**src/rtl/cache_access_arbiter.sv**
```systemverilog
`timescale 1ns/1ps
// cache_access_arbiter
// Shares the single cache_controller request interface between the CPU
// request port and the interconnect snoop port. Runs one transaction at a
// time: accept (IDLE) -> issue strobe (ISSUE) -> wait for completion (WAIT)
// -> respond (DONE). Snoops normally win arbitration, but a CPU request that
// has lost STARVE_LIMIT times in a row is forced through. A WAIT that lasts
// TIMEOUT cycles without completion is aborted with a timeout_err pulse.
//
// Handshake: a requester raises *_req_valid with a stable *_req_op and holds
// both until it sees *_req_ready high in the same cycle; that cycle is the
// transfer. *_req_ready is only ever high in IDLE, for at most one port.
//
// Ports:
//   clk, reset                    clock, synchronous active-high reset
//   cpu_req_valid/op/ready        CPU request port (op: 00 read, 01 write)
//   cpu_resp_valid                one-cycle pulse when a CPU op finishes
//   snp_req_valid/op/ready        snoop port (op: 00 read-shared, 01 inval)
//   snp_resp_valid                one-cycle pulse when a snoop op finishes
//   ctrl_cpu_request              op to controller, 11 when idle
//   ctrl_snoop_sel                current op came from the snoop port
//   ctrl_start                    one-cycle issue strobe
//   cache_ready, cache_complete   status from cache_controller
//   busy                          not in IDLE
//   timeout_err                   one-cycle pulse on WAIT timeout
module cache_access_arbiter #(
  parameter int STARVE_LIMIT = 4,
  parameter int TIMEOUT      = 64
) (
  input  logic       clk,
  input  logic       reset,
  input  logic       cpu_req_valid,
  input  logic [1:0] cpu_req_op,
  output logic       cpu_req_ready,
  output logic       cpu_resp_valid,
  input  logic       snp_req_valid,
  input  logic [1:0] snp_req_op,
  output logic       snp_req_ready,
  output logic       snp_resp_valid,
  output logic [1:0] ctrl_cpu_request,
  output logic       ctrl_snoop_sel,
  output logic       ctrl_start,
  input  logic       cache_ready,
  input  logic       cache_complete,
  output logic       busy,
  output logic       timeout_err
);

  localparam int SW = $clog2(STARVE_LIMIT + 1);
  localparam int TW = $clog2(TIMEOUT);

  localparam logic [1:0] S_IDLE  = 2'd0;
  localparam logic [1:0] S_ISSUE = 2'd1;
  localparam logic [1:0] S_WAIT  = 2'd2;
  localparam logic [1:0] S_DONE  = 2'd3;

  localparam logic [SW-1:0] STREAK_MAX = SW'(STARVE_LIMIT);
  localparam logic [TW-1:0] TCNT_LAST  = TW'(TIMEOUT - 1);

  logic [1:0]    state_q, state_d;
  logic          src_q;      // 1 = latched op came from the snoop port
  logic          op_q;       // op bit 0; bit 1 of the request op is ignored
  logic [SW-1:0] streak_q;   // consecutive snoop wins while CPU was waiting
  logic [TW-1:0] tcnt_q;     // cycles spent in WAIT

  logic cpu_win, snp_win, grant, cmpl, tmo, in_flight;

  // Only bit 0 of each request op is meaningful.
  logic unused_op_bits;
  assign unused_op_bits = ^{cpu_req_op[1], snp_req_op[1]};

  always_comb begin
    cpu_win   = cpu_req_valid && (!snp_req_valid || streak_q == STREAK_MAX);
    snp_win   = snp_req_valid && !cpu_win;
    grant     = (state_q == S_IDLE) && !reset && (cpu_win || snp_win);
    cmpl      = cache_complete && cache_ready;
    // Completion on the last allowed WAIT cycle still wins over the timeout.
    tmo       = (state_q == S_WAIT) && !cmpl && (tcnt_q == TCNT_LAST);
    in_flight = (state_q == S_ISSUE) || (state_q == S_WAIT);
  end

  always_comb begin
    state_d = state_q;
    case (state_q)
      S_IDLE:  if (grant) state_d = S_ISSUE;
      S_ISSUE: state_d = S_WAIT;
      S_WAIT:  begin
        if (cmpl)     state_d = S_DONE;
        else if (tmo) state_d = S_IDLE;
      end
      default: state_d = S_IDLE;
    endcase
  end

  always_ff @(posedge clk) begin
    if (reset) begin
      state_q  <= S_IDLE;
      src_q    <= 1'b0;
      op_q     <= 1'b0;
      streak_q <= '0;
      tcnt_q   <= '0;
    end else begin
      state_q <= state_d;
      if (grant) begin
        src_q <= snp_win;
        op_q  <= snp_win ? snp_req_op[0] : cpu_req_op[0];
        // A snoop win only counts against the CPU if the CPU was asking.
        if (snp_win && cpu_req_valid) begin
          if (streak_q != STREAK_MAX) streak_q <= streak_q + SW'(1);
        end else begin
          streak_q <= '0;
        end
      end
      if (state_q == S_ISSUE) begin
        tcnt_q <= '0;
      end else if (state_q == S_WAIT && !cmpl && !tmo) begin
        tcnt_q <= tcnt_q + TW'(1);
      end
    end
  end

  // Pulses and readies are held off while reset is asserted so a
  // transaction being discarded never produces a handshake or response.
  assign cpu_req_ready    = grant && cpu_win;
  assign snp_req_ready    = grant && snp_win;
  assign cpu_resp_valid   = !reset && (state_q == S_DONE) && !src_q;
  assign snp_resp_valid   = !reset && (state_q == S_DONE) && src_q;
  assign timeout_err      = !reset && tmo;
  assign ctrl_cpu_request = in_flight ? {1'b0, op_q} : 2'b11;
  assign ctrl_snoop_sel   = in_flight && src_q;
  assign ctrl_start       = (state_q == S_ISSUE);
  assign busy             = (state_q != S_IDLE);

endmodule

```
**config.mk**
```make
export PLATFORM = sky130hd
export DESIGN_NAME = cache_access_arbiter
export DESIGN_NICKNAME = d
export VERILOG_FILES = /design/src/rtl/cache_access_arbiter.sv
export SDC_FILE = /design/constraint.sdc
export NUM_CORES = 1
export LEC_CHECK = 0
export CAP_MARGIN = 20
export CORE_MARGIN = 2
export CORE_UTILIZATION = 45
export DETAILED_ROUTE_END_ITERATION = 16
export PLACE_DENSITY = 0.8
export SLEW_MARGIN = 20
export SYNTH_ARGS = -nofsm -noshare
export SYNTH_HDL_FRONTEND = slang
export SYNTH_SLANG_ARGS = --single-unit
export TNS_END_PERCENT = 100
```
**constraint.sdc**
```tcl
create_clock -name clk -period 1.88 [get_ports clk]
set_input_delay 0.376 -clock clk [delete_from_list [all_inputs] [get_ports clk]]
set_output_delay 0.376 -clock clk [all_outputs]
set_load 0.05 [all_outputs]
```
==> qor.yml <==
slew_headroom_pct: 73.5
finalSetupViolations: 0
final_cell_mix: "buf_4 (15), buf_12 (10), dfxtp_1 (9)"
finalWirelength_microns: 2090
port_buffers: 17
final_common_cell: "buf_4"
worstPathArrival_ps: 1450
hold_ws_ps: 474
slowest_stage: "dfxtp_2"
pre_cts_ws_ps: -105
drc: 0
hold_class: "flop to flop"
die_w_microns: 46.1
clkPwrFrac_pct: 12.1
yosysSeqAreaShare_pct: 32.7
p_sw_mw: 0.650
grt_max_degree: 10
finalWorstSetupSlack_ps: 55.2
path_cells: "inv_4, ha_4, a21bo_4, nor4_4, buf_12"
seqPwrFrac_pct: 23.5
synth-warning-count: 0
cp-end-kind: "primary output"
drive_gt1_share_pct: 33.3
synthesis.area_sq_um: 796
synth_edf_count: 0
n_antenna_cell: 0
root_buffer: "clkbuf_4"
hold_viol: 0
vdd_drop_max_mv: 1.03
grt_pass1_wl_microns: 3370
async_reset_ff_share_pct: 0
drv_slew: 0
clock-sinks: 13
clock_latency_ps: 290
drt_iter0_drc: 19
crit_cells: 5
dp_hpwl_microns: 1510
path_delay_family: "flip-flops"
cts_tree: "yes"
ioPinCount: 20
combinationalPowerShare_pct: 64.4
required_ps: 1500
initial_core_util_pct: 47.1
tightest_slew_ps: 394
power_mw: 1.52
ys_top_cells_by_area: "dfxtp_1 (33%), ha_1 (11%), inv_1 (3.8%)"
die-height_microns: 46.1
outcome: "completed"
gr-usage-all-layers_pct: 22.5
num-fill-cells: 119
numCtsBuffers: 3
crit_buf_inv: 2
detail-route-antenna-nets: 0
ys_ff_latch: 13
post_dp_cell_area_sq_um: 1170
rsz0062_at_grt: "no"
die-area_sq_um: 2120
syn_area_per_cell_sq_um: 8.20
skew_ps: 3.63
areaGrowthSynthToFinish_pct: 62.4
synthFlopType: "dfxtp_1"
drv_cap: 0
cellPowerDensity_nw_per_um2: 1170
clkTransAtPathRegs_ps: 80
grt.overflow.total: 0
synth_cells: 97
row_count: 15
fmax_ghz: 0.548
finalWeightedCongestion: 0.769
start_kind: "flop"
worstSetupPathType: "flop to primary output"
synth.top_cell.area_share_pct: 32.7
swShare_pct: 42.9
dpl.cell_count: 138
first_global_vias: 841
nNetsFinal: 147
crit_fanout: 3
leakage_nw: 0.517
min_period_ps: 1820
fin_util_pct: 76.5
viasPerCell: 5.84
antenna_found_initial: 0
clk_path_buf_depth: 2
dr.pass1.iters: 4
fin_crit_sh_pct: 97.1
ys_types: 39
synth_top_area_cell: "dfxtp_1"
reg2regPathDepth: 7
core_area_sq_um: 1690
cpPeakStageDelay_ps: 350
synth_nets: 114
internal_power_mw: 0.866
post_drt_wl_per_cell_microns: 14.3
finalSetupTns_ps: 0
num_vias: 853
instances_no_fill: 146
fin_area_sq_um: 1290
htree_levels: 1
min_path_cells: 2
[worst register-to-register path, stage by stage, from the launching register on]
cell and delay (ps):
dfxtp_2 350, inv_4 80, ha_4 130, buf_4 120, a21boi_1 230, o21ai_1 150
nand2_1 110, mux2_2 330
[cells by family (layout without fill, tap and decap cells)]
logic type | Yosys count | count (layout) | synth area share (%)
AOI/OAI and AO/OA | 24 | 24 | 20.9
xor gates and xnor gates | 1 | 1 | 1.10
adders and majority gates | 7 | 7 | 11.0
buffers and inverters | 12 | 44 | 5.82
DFF | 13 | 13 | 32.7
muxes | 2 | 2 | 2.67
and+or+nand+nor | 38 | 38 | 25.8
[routing by layer]
layer / GRT usage (%) / share of wire [%] / vias to the layer above
li1: - / - / 420
met1: 25.6 / 43 / 402
met2: 36.7 / 51 / 25
met3: 5.88 / 5.0 / 6
met4: 14.9 / 1.9 / 0
met5: 0 / 0 / -
[power by group through the flow]
| stage | logic [mW] | clock network (mW) | registers [mW] |
|---|---|---|---|
| detailed placement | 0.871 | 0 | 0.351 |
| global route | 1.04 | 0.192 | 0.359 |
| CTS | 0.941 | 0.183 | 0.349 |
| floorplan | 0.478 | 0 | 0.342 |
| global placement | 0.855 | 0 | 0.346 |
| finish | 0.976 | 0.183 | 0.357 |
[final timing paths]
check | from | to | slack [ps]
worst max register to register | state_q[0]$_SDFFE_PP0P_ | state_q[0]$_SDFFE_PP0P_ | 270
worst min-delay path | streak_q[0]$_SDFFE_PP0P_ | streak_q[0]$_SDFFE_PP0P_ | 470
worst max-delay path | state_q[0]$_SDFFE_PP0P_ | timeout_err | 60
worst min register to register | streak_q[0]$_SDFFE_PP0P_ | streak_q[0]$_SDFFE_PP0P_ | 470
[area by class of cell]
cell class | count | area [sq um] | area share [%]
Inverter | 8 | 32.5 | 2.52
Timing Repair Buffer | 32 | 379 | 29.3
Clock buffer | 4 | 26.3 | 2.03
Sequential cell | 13 | 265 | 20.5
Tap cell | 17 | 21.3 | 1.65
Multi-Input combinational cell | 72 | 568 | 43.9
[cells in the mapped netlist (2+ instances only)]
| master | n |
|---|---|
| clkbuf_1 | 3 |
| nand4_1 | 2 |
| nor2_1 | 7 |
| inv_1 | 8 |
| nor4_1 | 2 |
| a211oi_1 | 3 |
| dfxtp_1 | 13 |
| nor3b_1 | 2 |
| ha_1 | 7 |
| nor3_1 | 3 |
| nor2b_1 | 3 |
| nand3_1 | 4 |
| nand2_1 | 7 |
| a21oi_1 | 5 |
| a31oi_1 | 2 |
| o21ai_1 | 2 |
| o21ai_0 | 2 |
[registers in the layout (all words and copies together), names as in the netlist]
register	count
src_q	1
tcnt_q	6
state_q	2
streak_q	3
op_q	1
[what timing repair did]
item,in CTS,in global routing
buffers inserted,4,0
pin swaps,2,1
hold buffers,0,0
cloned,0,0
gates resized for setup,14,6
setup endpoints to repair,4,3
Note: power is estimated with default switching activity, not from simulation.
